**src/rtl/i3c_dat_fetch_if.sv**
```systemverilog
// DAT memory read port: request/grant handshake plus read-data return.
// The fetch unit is the master, the DAT memory (or its arbiter) the slave.
interface i3c_dat_fetch_if #(
    parameter int AddrW = 8
);
    logic             mem_req;
    logic [AddrW-1:0] mem_addr;
    logic             mem_gnt;
    logic             mem_rvalid;
    logic [31:0]      mem_rdata;

    modport master (
        output mem_req,
        output mem_addr,
        input  mem_gnt,
        input  mem_rvalid,
        input  mem_rdata
    );

    modport slave (
        input  mem_req,
        input  mem_addr,
        output mem_gnt,
        output mem_rvalid,
        output mem_rdata
    );
endinterface

```
**src/rtl/i3c_dat_fetch.sv**
```systemverilog
// Fetches one 64-bit DAT entry as two 32-bit reads (low word, then high word),
// flags reserved-bit violations and read timeouts, and holds the result for later stages.
module i3c_dat_fetch #(
    parameter  int DatDepth      = 128,
    parameter  int TimeoutCycles = 64,
    localparam int DatIdxW       = $clog2(DatDepth)
) (
    input  logic               clk_i,
    input  logic               rst_i,
    input  logic               fetch_req_i,
    input  logic [DatIdxW-1:0] fetch_idx_i,
    output logic               busy_o,
    output logic               done_o,
    output logic               timeout_err_o,
    output logic               rsvd_err_o,
    output logic [63:0]        dat_entry_o,
    output logic [6:0]         static_addr_o,
    output logic [7:0]         dynamic_addr_o,
    output logic               is_i2c_o,
    i3c_dat_fetch_if.master    mem
);

    localparam int CntW = $clog2(TimeoutCycles + 1);

    typedef enum logic [2:0] {
        ST_IDLE    = 3'd0,
        ST_REQ_LO  = 3'd1,
        ST_WAIT_LO = 3'd2,
        ST_REQ_HI  = 3'd3,
        ST_WAIT_HI = 3'd4,
        ST_DONE    = 3'd5
    } state_e;

    function automatic logic rsvd_violation(input logic [63:0] entry);
        return (|entry[11:7]) | (|entry[25:24]) | (|entry[63:59]);
    endfunction

    state_e             r_state;
    state_e             w_state_next;
    logic [DatIdxW-1:0] r_idx;
    logic [63:0]        r_entry;
    logic [CntW-1:0]    r_cnt;
    logic               r_timeout_err;
    logic               r_rsvd_err;
    logic               w_timeout;
    logic               w_word_sel;
    logic               w_busy;
    logic               w_done;
    logic               w_mem_req;

    // Last permitted wait cycle: no rvalid here means the next state is Done.
    assign w_timeout = (r_cnt == CntW'(TimeoutCycles - 1));

    // FSM state register
    always_ff @(posedge clk_i) begin
        if (rst_i) begin
            r_state <= ST_IDLE;
        end else begin
            r_state <= w_state_next;
        end
    end

    // FSM next-state logic
    always_comb begin
        w_state_next = r_state;
        case (r_state)
            ST_IDLE: begin
                if (fetch_req_i) w_state_next = ST_REQ_LO;
                else             w_state_next = ST_IDLE;
            end
            ST_REQ_LO: begin
                if (mem.mem_gnt) w_state_next = ST_WAIT_LO;
                else             w_state_next = ST_REQ_LO;
            end
            ST_WAIT_LO: begin
                if (mem.mem_rvalid) w_state_next = ST_REQ_HI;
                else if (w_timeout) w_state_next = ST_DONE;
                else                w_state_next = ST_WAIT_LO;
            end
            ST_REQ_HI: begin
                if (mem.mem_gnt) w_state_next = ST_WAIT_HI;
                else             w_state_next = ST_REQ_HI;
            end
            ST_WAIT_HI: begin
                if (mem.mem_rvalid || w_timeout) w_state_next = ST_DONE;
                else                             w_state_next = ST_WAIT_HI;
            end
            ST_DONE:  w_state_next = ST_IDLE;
            default:  w_state_next = ST_IDLE;
        endcase
    end

    // FSM output decode
    always_comb begin
        w_busy     = 1'b0;
        w_done     = 1'b0;
        w_mem_req  = 1'b0;
        w_word_sel = 1'b0;
        case (r_state)
            ST_IDLE:    w_busy = 1'b0;
            ST_REQ_LO:  begin w_busy = 1'b1; w_mem_req = 1'b1; end
            ST_WAIT_LO: w_busy = 1'b1;
            ST_REQ_HI:  begin w_busy = 1'b1; w_mem_req = 1'b1; w_word_sel = 1'b1; end
            ST_WAIT_HI: begin w_busy = 1'b1; w_word_sel = 1'b1; end
            ST_DONE:    w_done = 1'b1;
            default:    w_busy = 1'b0;
        endcase
    end

    // Index, assembled entry, wait counter and error flags
    always_ff @(posedge clk_i) begin
        if (rst_i) begin
            r_idx         <= '0;
            r_entry       <= 64'd0;
            r_cnt         <= '0;
            r_timeout_err <= 1'b0;
            r_rsvd_err    <= 1'b0;
        end else begin
            case (r_state)
                ST_IDLE: begin
                    if (fetch_req_i) begin
                        r_idx         <= fetch_idx_i;
                        r_timeout_err <= 1'b0;
                        r_rsvd_err    <= 1'b0;
                    end
                end
                ST_REQ_LO, ST_REQ_HI: begin
                    if (mem.mem_gnt) r_cnt <= '0;
                end
                ST_WAIT_LO: begin
                    if (mem.mem_rvalid)  r_entry[31:0] <= mem.mem_rdata;
                    else if (w_timeout)  r_timeout_err <= 1'b1;
                    else                 r_cnt         <= r_cnt + CntW'(1);
                end
                ST_WAIT_HI: begin
                    // Reserved bits are judged only on a fully assembled entry.
                    if (mem.mem_rvalid) begin
                        r_entry[63:32] <= mem.mem_rdata;
                        r_rsvd_err     <= rsvd_violation({mem.mem_rdata, r_entry[31:0]});
                    end else if (w_timeout) begin
                        r_timeout_err  <= 1'b1;
                    end else begin
                        r_cnt          <= r_cnt + CntW'(1);
                    end
                end
                default: r_cnt <= r_cnt;
            endcase
        end
    end

    assign busy_o         = w_busy;
    assign done_o         = w_done;
    assign timeout_err_o  = r_timeout_err;
    assign rsvd_err_o     = r_rsvd_err;
    assign dat_entry_o    = r_entry;
    assign static_addr_o  = r_entry[6:0];
    assign dynamic_addr_o = r_entry[23:16];
    assign is_i2c_o       = r_entry[31];
    assign mem.mem_req    = w_mem_req;
    assign mem.mem_addr   = {r_idx, w_word_sel};

endmodule

```
**src/flat_wrapper.sv**
```systemverilog
// flat-port wrapper written by rule: the top's interface ports become plain ports
module i3c_dat_fetch_flat 
#(
    parameter  int DatDepth      = 128,
    parameter  int TimeoutCycles = 64,
    localparam int DatIdxW       = $clog2(DatDepth)
)
  (clk_i, rst_i, fetch_req_i, fetch_idx_i, busy_o, done_o, timeout_err_o, rsvd_err_o, dat_entry_o, static_addr_o, dynamic_addr_o, is_i2c_o, mem_mem_req, mem_mem_addr, mem_mem_gnt, mem_mem_rvalid, mem_mem_rdata);
  i3c_dat_fetch_if #(.AddrW(8)) mem_i ();
  input  logic clk_i;
  input  logic rst_i;
  input  logic fetch_req_i;
  input  logic [DatIdxW-1:0] fetch_idx_i;
  output logic busy_o;
  output logic done_o;
  output logic timeout_err_o;
  output logic rsvd_err_o;
  output logic [63:0] dat_entry_o;
  output logic [6:0] static_addr_o;
  output logic [7:0] dynamic_addr_o;
  output logic is_i2c_o;
  output wire logic [$bits(mem_i.mem_req)-1:0] mem_mem_req;
  output wire logic [$bits(mem_i.mem_addr)-1:0] mem_mem_addr;
  input wire logic [$bits(mem_i.mem_gnt)-1:0] mem_mem_gnt;
  input wire logic [$bits(mem_i.mem_rvalid)-1:0] mem_mem_rvalid;
  input wire logic [$bits(mem_i.mem_rdata)-1:0] mem_mem_rdata;
  assign mem_mem_req = mem_i.mem_req;
  assign mem_mem_addr = mem_i.mem_addr;
  assign mem_i.mem_gnt = mem_mem_gnt;
  assign mem_i.mem_rvalid = mem_mem_rvalid;
  assign mem_i.mem_rdata = mem_mem_rdata;
  i3c_dat_fetch #(.DatDepth(DatDepth), .TimeoutCycles(TimeoutCycles)) u_core (.clk_i(clk_i), .rst_i(rst_i), .fetch_req_i(fetch_req_i), .fetch_idx_i(fetch_idx_i), .busy_o(busy_o), .done_o(done_o), .timeout_err_o(timeout_err_o), .rsvd_err_o(rsvd_err_o), .dat_entry_o(dat_entry_o), .static_addr_o(static_addr_o), .dynamic_addr_o(dynamic_addr_o), .is_i2c_o(is_i2c_o), .mem(mem_i));
endmodule
```
**config.mk**
```make
export PLATFORM = sky130hd
export DESIGN_NAME = i3c_dat_fetch_flat
export DESIGN_NICKNAME = d
export VERILOG_FILES = /design/src/rtl/i3c_dat_fetch_if.sv /design/src/rtl/i3c_dat_fetch.sv /design/src/flat_wrapper.sv
export SDC_FILE = /design/constraint.sdc
export NUM_CORES = 1
export LEC_CHECK = 0
export CORE_ASPECT_RATIO = 1.5
export CORE_MARGIN = 2
export CORE_UTILIZATION = 40
export DETAILED_ROUTE_END_ITERATION = 8
export DONT_BUFFER_PORTS = 1
export GPL_TIMING_DRIVEN = 0
export PLACE_DENSITY = 0.63
export SLEW_MARGIN = 15
export SYNTH_ARGS = -nofsm -noshare
export SYNTH_HDL_FRONTEND = slang
export SYNTH_SLANG_ARGS = --single-unit
```
**constraint.sdc**
```tcl
create_clock -name clk_i -period 3.4 [get_ports clk_i]
set_input_delay 0.85 -clock clk_i [delete_from_list [all_inputs] [get_ports clk_i]]
set_output_delay 0.85 -clock clk_i [all_outputs]
set_load 0.02 [all_outputs]
```
* Word level (Yosys, flattened, before mapping) *
Cells that the tools add are included.

word-level totals
  bits in registers = 83
  input bits = 44
  output and inout bits = 93
  word-level logic and storage cells = 61

operators by class
  add/subtract/negate cells = 1
  eq/ne operators = 12
  multiplexer cells = 21
  bitwise operators = 2
  reduce and logical (&&, ||, !) cells = 18

operators by type and width
  cell                   number
  $mux W7                3
  $pmux W3 S5            1
  $pmux W7 S2            1
  $mux W1                10
  $reduce_or A5 Y1       2
  $mux W3                3
  $ne A2 B2 Y1 const B   4
  $reduce_and A4 Y1      2
  $reduce_or A2 Y1       4
  $add A7 B1 Y7 const B  1
  $eq A7 B6 Y1 const B   1
  $eq A3 B2 Y1 const B   2
  $eq A3 B3 Y1 const B   2
  $reduce_and A2 Y1      3
  $reduce_bool A2 Y1     3
  $ne A2 B1 Y1 const B   2
  $pmux W1 S2            2
  $reduce_or A4 Y1       1
  $eq A3 B1 Y1 const B   1
  $logic_not A3 Y1       1
  $reduce_and A3 Y1      1
  $mux W2                1
  $or A1 B1 Y1           2
  $logic_or A1 B1 Y1     1

* Depth between registers and ports, before layout *
Gate-level depths: netlist (run 1).

  depth after elaboration = 5
  mapped depth = 7
  depth with buffers taken out = 5

* Worst setup path before layout (run 1) *
Ideal clock, no wire load.

  path type = reg-to-output
  start = register u_core.r_state[2]
  end = output port mem_mem_addr[0]
  arrival = 1.231 ns
  data required time = 2.550 ns
  path slack = 1.319 ns
  cell stages (with the launch flop) = 5
  path buffers = 2
  cells stage by stage = dfxtp_1 > buf_2 > nor2b_1 > a21o_1 > buf_4

between the ends
  longest elaborated chain between the ends = 3
  elaborated cells between the ends (all ways) = 4
  classes of those cells = 2 x eq/ne; 1 x mux; 1 x reduce/logical

RTL lines
  what                                                 line                 text
  from (decl)                                          i3c_dat_fetch.sv:38  state_e r_state;
  from (signal assigned)                               i3c_dat_fetch.sv:59  r_state <= w_state_next;
  $eq A3 B2 Y1 / $eq A3 B3 Y1 (equally long branches)  i3c_dat_fetch.sv:99  case (r_state)
  $reduce_or A2 Y1 (no source line) *                  n/a
  $mux W1 *                                            i3c_dat_fetch.sv:99
  to (decl)                                            flat_wrapper.sv:23   output wire logic [$bits(mem_i.mem_addr)-1:0] mem_mem_addr;

Mark *: on every way between the ends. The rest lies on a longest branch, timed or not.

* Worst setup path in the final report (run 1) *
Same ends and word-level chain as after synthesis.

==> flow_metrics.tcl, run 1 <==
set metrics [dict create \
    r2r_setup_slack_ps 1610 \
    antennaDiodeCount 0 \
    worst_ir_drop_vdd_mv 0.250 \
    total_power_mw 2.19 \
    synth_instances 411 \
    io_buffer_count 0 \
    fp.coreArea_sq_um 7910 \
    die_area_sq_um 8840 \
    final.fill_count 826 \
    timing.critical_path.to "mem_mem_addr[0]" \
    rel_slew_slack_pct 46.4 \
    insertion_delay_ps 340 \
    final-seq-area_sq_um 1660 \
    syn_avg_cell_area_sq_um 7.87 \
    htree_levels 3 \
    max_cap_viol 0 \
    maximum_operating_frequency_mhz 388 \
    initial_antenna_violation_count 0 \
    yosysSeqAreaShare_pct 51.4 \
    via_per_inst 5.16 \
    dieWidth_microns 77.4 \
    final.setup_skew_ps 4.33 \
    vias_in_the_first_global_route 2513 \
    routabilityCongestion 0.751 \
    timing.final.crit_share_pct 75.8 \
    final_critical_path_setup_slack_ps 823 \
    routed_wire_length_per_instance_microns 16.2 \
    source_of_the_worst_register_to_register_timing_path "u_core.r_cnt[1]$_SDFFE_PP0P_" \
    cts_hold_buf 0 \
    drt-initial-drc-count 96 \
    cts.root.buffer_cell "sky130_fd_sc_hd__clkbuf_16" \
    setup_tns_ps 0 \
    cell_area_after_synthesis_sq_um 3240 \
    synth_cell_types 34 \
    finalSetupViolations 0 \
    netSwitchingFraction_pct 22.1 \
    run_status "completed" \
    async_reset_ff_share_pct 0 \
    powerDensity_nw_per_um2 593 \
    site_row_count 40 \
    timing_worst_setup_path_type "register to output port" \
    grt_start_max_net_pins 14 \
    timing.critical_path.to_type "output port" \
    cp-start-kind "register" \
    detailroute.via_count 2745 \
    leakagePower_nw 1.30 \
    dp_slack_ps 1120 \
    total_switching_power_mw 0.484 \
    timing.critical_path.cells "buf_2 -> nor2b_1 -> a21o_1 -> buf_4" \
    finalHoldViolations 0 \
    critical-path-slowest-cell "sky130_fd_sc_hd__nor2b_1" \
    die-height_microns 114 \
    ios 137 \
    number_of_storage_elements_in_the_synthesis_netlist 83 \
    worst-slew-pin-transition_ps 797 \
    critical_path_required_ps 2550 \
    layout-drive-gt1-share_pct 10.3 \
    globalRouteTotalUtil_pct 19.4 \
    ff2ff_path_depth 6 \
    worst-path-max-fanout 10 \
    layout.nets 467 \
    drtAntennaViolNets 0 \
    yosys.area.top_type_share_pct 51.4 \
    routed_wl_microns 8640 \
    multi_input_comb_area_sq_um 1320 \
    cts.repair_timing.setup_buffer_count 0 \
    synth_flop_cell "sky130_fd_sc_hd__dfxtp_1" \
    numCtsBuffers 9 \
    hp-class "register to register" \
    timing.final.max_slew_violations 0 \
    worst_r2r_endpoint "u_core.r_cnt[2]$_SDFFE_PP0P_" \
    clkPwrFrac_pct 48.2 \
    p_seq_share_pct 46.7 \
    cts.repair.resized 0 \
    grt.overflow.total 0 \
    unrepaired_setup_endpoints_after_global_routing "false" \
    intPower_mw 1.71 \
    mappedNetlistNets 456 \
    max-clock-path-buffers 2 \
    synthesis.yosys.warnings 0 \
    cts.sink_count 83 \
    worst_path_largest_cell_delay_ps 550 \
    worst_hold_slack_ps 471 \
    worstPathArrival_ps 1730 \
    period_minus_slack_ps 2580 \
    drt_drc_violations_left 0 \
    synthToLayoutAreaGrowth_pct 14.2 \
    cts_tree "built" \
    combinationalPowerShare_pct 5.1 \
    initial_core_util_pct 40.9 \
    drtPass1Iterations 4 \
    post-synth-top-area-cell "sky130_fd_sc_hd__dfxtp_1" \
    synth.top_cells.by_area "sky130_fd_sc_hd__dfxtp_1, sky130_fd_sc_hd__nand2_1, sky130_fd_sc_hd__a21oi_1, sky130_fd_sc_hd__buf_4, sky130_fd_sc_hd__clkbuf_1" \
    grt_pass1_wl_microns 13100 \
    critical_path.startpoint "u_core.r_state[2]$_SDFF_PP0_" \
    path_clk_slew_ps 60 \
    number_of_enable_flip_flop_cells_after_synthesis 0 \
    dp_hpwl_microns 6380 \
]
[flip-flops by register name, indices dropped and copies added (netlist names)]
name                  cells
u_core.dat_entry_o       64
u_core.r_cnt              7
u_core.r_idx              7
u_core.r_state            3
u_core.rsvd_err_o         1
u_core.timeout_err_o      1
[layer usage]
layer	track usage (%)	share of wire (%)	vias up
li1	-	-	1368
met1	20.1	37	1279
met2	34.1	53	87
met3	8.12	8.6	11
met4	8.21	1.6	0
met5	0	0	-
[worst max-delay path: cells and delay by family (launching register included)]
kind                   cells  cell delay, ps
and+or+nand+nor            1             550
DFF                        1             320
AOI/OAI and AO/OA          1             210
buffers and inverters      2             300
[per-stage QoR]
stage / instance area (sq um) / util, % / std cells
after global routing: 3700 / 46.7 / 532
after CTS: 3700 / 46.7 / 532
final: 3700 / 46.7 / 532
after detailed placement: 3370 / 42.6 / 516
after floorplan: 3240 / - / 411
after global placement: 3370 / 42.6 / 516
[power groups by stage]
stage / clock network (mW) / logic, mW / registers [mW]
floorplan: 0 / 0.0888 / 1.04
global placement: 0 / 0.111 / 1.05
detailed placement: 0 / 0.114 / 1.05
CTS: 1.08 / 0.114 / 1.02
global route: 1.12 / 0.126 / 1.03
finish: 1.06 / 0.112 / 1.02
[cell type report]
type                    instances  area share (%)
clock inverters                 4            1.96
well taps                     105            3.55
flip-flops and latches         83            45.0
multi-input cells             282            35.8
clock buffers                  12            6.94
inverters                       2           0.203
plain buffers                  44            6.60
[cell usage after synthesis, types with 2 or more instances]
library cell	number
sky130_fd_sc_hd__nand2_1	148
sky130_fd_sc_hd__dfxtp_1	83
sky130_fd_sc_hd__a21oi_1	73
sky130_fd_sc_hd__buf_4	18
sky130_fd_sc_hd__clkbuf_1	17
sky130_fd_sc_hd__buf_2	9
sky130_fd_sc_hd__a31oi_1	8
sky130_fd_sc_hd__nor2_1	7
sky130_fd_sc_hd__nand3_1	6
sky130_fd_sc_hd__nor2b_1	4
sky130_fd_sc_hd__nor3_1	4
sky130_fd_sc_hd__nor4_1	4
sky130_fd_sc_hd__nand2b_1	3
sky130_fd_sc_hd__a22oi_1	2
sky130_fd_sc_hd__and3_1	2
sky130_fd_sc_hd__and3b_1	2
sky130_fd_sc_hd__inv_1	2
sky130_fd_sc_hd__nand3b_1	2
sky130_fd_sc_hd__o21ai_0	2
[worst min path at each step]
| stage | startpoint | end | slack [ps] | depth (start not counted) |
|---|---|---|---|---|
| detailed placement | u_core.r_cnt[6]$_SDFFE_PP0P_ | u_core.r_cnt[6]$_SDFFE_PP0P_ | 460 | 1 |
| floorplan | u_core.r_cnt[6]$_SDFFE_PP0P_ | u_core.r_cnt[6]$_SDFFE_PP0P_ | 440 | 1 |
| CTS | u_core.r_cnt[6]$_SDFFE_PP0P_ | u_core.r_cnt[6]$_SDFFE_PP0P_ | 470 | 1 |
| global placement | u_core.r_cnt[6]$_SDFFE_PP0P_ | u_core.r_cnt[6]$_SDFFE_PP0P_ | 460 | 1 |
| finish | u_core.r_cnt[6]$_SDFFE_PP0P_ | u_core.r_cnt[6]$_SDFFE_PP0P_ | 470 | 1 |
| global route | u_core.r_cnt[6]$_SDFFE_PP0P_ | u_core.r_cnt[6]$_SDFFE_PP0P_ | 490 | 1 |
[cell families after synthesis]
kind of cell,after synthesis,synth area share (%)
compound gates,92,15.5
xor+xnor,1,0.271
fa+ha+maj,1,0.387
buf+inv,46,7.77
flops,83,51.4
mux,1,0.309
simple gates,187,24.4
[layout by cell type, fill, tap and decap left out, drive strengths merged, types with 2 or more instances in the layout]
cell type / instances
nand2: 148
dfxtp: 83
a21oi: 73
clkbuf: 29
buf: 27
a31oi: 8
nor2: 7
nand3: 6
nor2b: 4
nor3: 4
nor4: 4
nand2b: 3
o21ai: 3
and3b: 2
and3: 2
nand3b: 2
inv: 2
a22oi: 2
bufinv: 2
Note: power is estimated with default switching activity, not from simulation.
==> run 2, diff against run 1 <==
==> constraint.sdc (replaced) <==
create_clock -name clk_i -period 2.6 [get_ports clk_i]
set_input_delay 0.65 -clock clk_i [delete_from_list [all_inputs] [get_ports clk_i]]
set_output_delay 0.65 -clock clk_i [all_outputs]
set_load 0.02 [all_outputs]
==> results of run 2 <==
Same layout as run 1 (identical final DEF). Status: completed.
Among the figures that moved: setup slack after placement 1120 ps -> 523 ps; setup slack after layout 823 ps -> 223 ps; hold slack 471 ps -> 443 ps; register-to-register setup slack 1610 ps -> 810 ps; end point of the worst hold path u_core.r_cnt[6]$_SDFFE_PP0P_ -> u_core.dat_entry_o[1]$_SDFFE_PP0P_; total power 2.19 mW -> 2.87 mW; worst IR drop on VDD 0.250 mV -> 0.327 mV
==> run 3, diff against run 2 <==
--- a/config.mk
+++ b/config.mk
@@ -8,9 +8,11 @@
 export CORE_ASPECT_RATIO = 1.5
 export CORE_MARGIN = 2
 export CORE_UTILIZATION = 40
+export CTS_CLUSTER_SIZE = 28
 export DETAILED_ROUTE_END_ITERATION = 8
 export DONT_BUFFER_PORTS = 1
 export GPL_TIMING_DRIVEN = 0
+export MAX_ROUTING_LAYER = met4
 export PLACE_DENSITY = 0.63
 export SLEW_MARGIN = 15
 export SYNTH_ARGS = -nofsm -noshare
==> constraint.sdc (replaced) <==
create_clock -name clk_i -period 2.6 [get_ports clk_i]
set_input_delay 0.39 -clock clk_i [delete_from_list [all_inputs] [get_ports clk_i]]
set_output_delay 0.39 -clock clk_i [all_outputs]
set_load 0.02 [all_outputs]
==> run 3 against run 2 <==
Effect of this change:
- worst setup slack better by 260 ps
- hold slack worse by 250 ps
- count of clock-buffer cells in the layout stayed put
- largest cell class unchanged
- final cell count stayed put
- sequential power hardly changed
- highest routed layer unchanged
- clock power hardly changed
- final area stayed put
==> flow_metrics.tcl, run 3 (synthesis gave the netlist of run 1 again) <==
set metrics [dict create \
    worst_path_largest_cell_delay_ps 550 \
    run_status "completed" \
    ios 137 \
    worst_ir_drop_vdd_mv 0.318 \
    initial_core_util_pct 40.9 \
    p_seq_share_pct 46.8 \
    dieWidth_microns 77.4 \
    worst-slew-pin-transition_ps 801 \
    vias_in_the_first_global_route 2511 \
    routabilityCongestion 0.761 \
    grt_start_max_net_pins 14 \
    period_minus_slack_ps 2110 \
    drt_drc_violations_left 0 \
    io_buffer_count 0 \
    hold_depth 2 \
    critical-path-slowest-cell "sky130_fd_sc_hd__nor2b_1" \
    fin_cells 532 \
    final.setup_skew_ps 3.62 \
    netSwitchingFraction_pct 21.9 \
    via_per_inst 5.17 \
    placed_cells 516 \
    grt_pass1_wl_microns 13100 \
    max_cap_viol 0 \
    detailroute.via_count 2749 \
    r2r_setup_slack_ps 810 \
    worstPathArrival_ps 1720 \
    source_of_the_worst_register_to_register_timing_path "u_core.r_cnt[1]$_SDFFE_PP0P_" \
    drt-initial-drc-count 133 \
    cts.root.buffer_cell "sky130_fd_sc_hd__clkbuf_16" \
    insertion_delay_ps 330 \
    setup_tns_ps 0 \
    hold_path_startpoint "mem_mem_rdata[1]" \
    unrepaired_setup_endpoints_after_global_routing "false" \
    timing.final.crit_share_pct 81.2 \
    total_switching_power_mw 0.627 \
    antennaDiodeCount 0 \
    cts.repair.resized 0 \
    powerDensity_nw_per_um2 774 \
    leakagePower_nw 1.30 \
    routed_wire_length_per_instance_microns 16.3 \
    rel_slew_slack_pct 46.1 \
    timing_worst_setup_path_type "register to output port" \
    path_clk_slew_ps 60 \
    numCtsBuffers 9 \
    hp-class "primary input to register" \
    worst-path-max-fanout 10 \
    htree_levels 3 \
    synthToLayoutAreaGrowth_pct 14.2 \
    max_reg_flops 64 \
    layout.cells.most_common "sky130_fd_sc_hd__nand2_1" \
    cts.repair_timing.setup_buffer_count 0 \
    critical_path_required_ps 2210 \
    ff2ff_path_depth 6 \
    layout-drive-gt1-share_pct 10.3 \
    cts_tree "built" \
    globalRouteTotalUtil_pct 19.9 \
    postLayoutCoreUtil_pct 46.7 \
    drtAntennaViolNets 0 \
    layout.nets 467 \
    timing.final.max_slew_violations 0 \
    drtPass1Iterations 4 \
    critical_path.startpoint "u_core.r_state[2]$_SDFF_PP0_" \
    cp-start-kind "register" \
    maximum_operating_frequency_mhz 473 \
    site_row_count 40 \
    worst_hold_slack_ps 188 \
    timing.critical_path.to_type "output port" \
    die_area_sq_um 8840 \
    fp.coreArea_sq_um 7910 \
    finalHoldViolations 0 \
    clkPwrFrac_pct 48.1 \
    min_delay_worst_endpoint "u_core.dat_entry_o[1]$_SDFFE_PP0P_" \
    initial_antenna_violation_count 0 \
    timing.critical_path.cells "buf_2 -> nor2b_1 -> a21o_1 -> buf_4" \
    cts_hold_buf 0 \
    combinationalPowerShare_pct 5.1 \
    cts.sink_count 83 \
    routed_wl_microns 8650 \
    most-common-layout-cells "sky130_fd_sc_hd__nand2_1, sky130_fd_sc_hd__dfxtp_1, sky130_fd_sc_hd__a21oi_1" \
    max-clock-path-buffers 2 \
    die-height_microns 114 \
    intPower_mw 2.23 \
    finalSetupViolations 0 \
    grt.overflow.total 0 \
    worst_r2r_endpoint "u_core.r_cnt[2]$_SDFFE_PP0P_" \
    dp_hpwl_microns 6380 \
]
## run 3: cell counts in the layout (fill, tap and decap cells not counted)
No cell type changed its count.
## run 3: area by class of cell
cell class | instances | area, sq um
Buffer | 44 | 244
Fill cell | 826 | 4210
Clock buffer | 12 | 256
Clock inverter | 4 | 72.6
Sequential cell | 83 | 1660
Tap cell | 105 | 131
Inverter | 2 | 7.51
Multi-Input combinational cell | 282 | 1320
## run 3: worst max-delay path by stage
stage	to	slack [ps]	depth (start not counted)
after floorplan	mem_mem_addr[0]	980	4
after global placement	u_core.dat_entry_o[32]$_SDFFE_PP0P_	820	4
after detailed placement	u_core.dat_entry_o[42]$_SDFFE_PP0P_	780	4
after CTS	mem_mem_addr[0]	460	4
after global routing	mem_mem_addr[0]	370	4
final	mem_mem_addr[0]	490	4
## run 3: power by group through the flow
stage | logic (mW) | registers, mW | clock network (mW)
2_1_floorplan | 0.116 | 1.36 | 0
3_3_place_gp | 0.145 | 1.37 | 0
3_5_place_dp | 0.149 | 1.37 | 0
4_1_cts | 0.149 | 1.34 | 1.41
5_1_grt | 0.164 | 1.34 | 1.47
6_report | 0.147 | 1.34 | 1.38
## run 3: layer usage
layer	vias to the layer above	track usage (%)	share of wire (%)
met1	1283	20.3	37
met4	0	7.50	1.6
met3	9	8.20	8.5
met2	92	34.0	53
li1	1365	-	-
met5	-	-	0
## run 3: worst max-delay path, delay by kind of cell, from the launching register on
family                 cells  cell delay (ps)
and+or+nand+nor            1              550
DFF                        1              320
buffers and inverters      2              300
AOI/OAI and AO/OA          1              210
## run 3: through the flow
| step | instance area (sq um) | power [mW] | worst slack (ps) |
|---|---|---|---|
| floorplan | 3240 | 1.48 | 979 |
| global placement | 3370 | 1.51 | 822 |
| detailed placement | 3370 | 1.52 | 783 |
| CTS | 3700 | 2.90 | 462 |
| global route | 3700 | 2.97 | 368 |
| finish | 3700 | 2.86 | 488 |
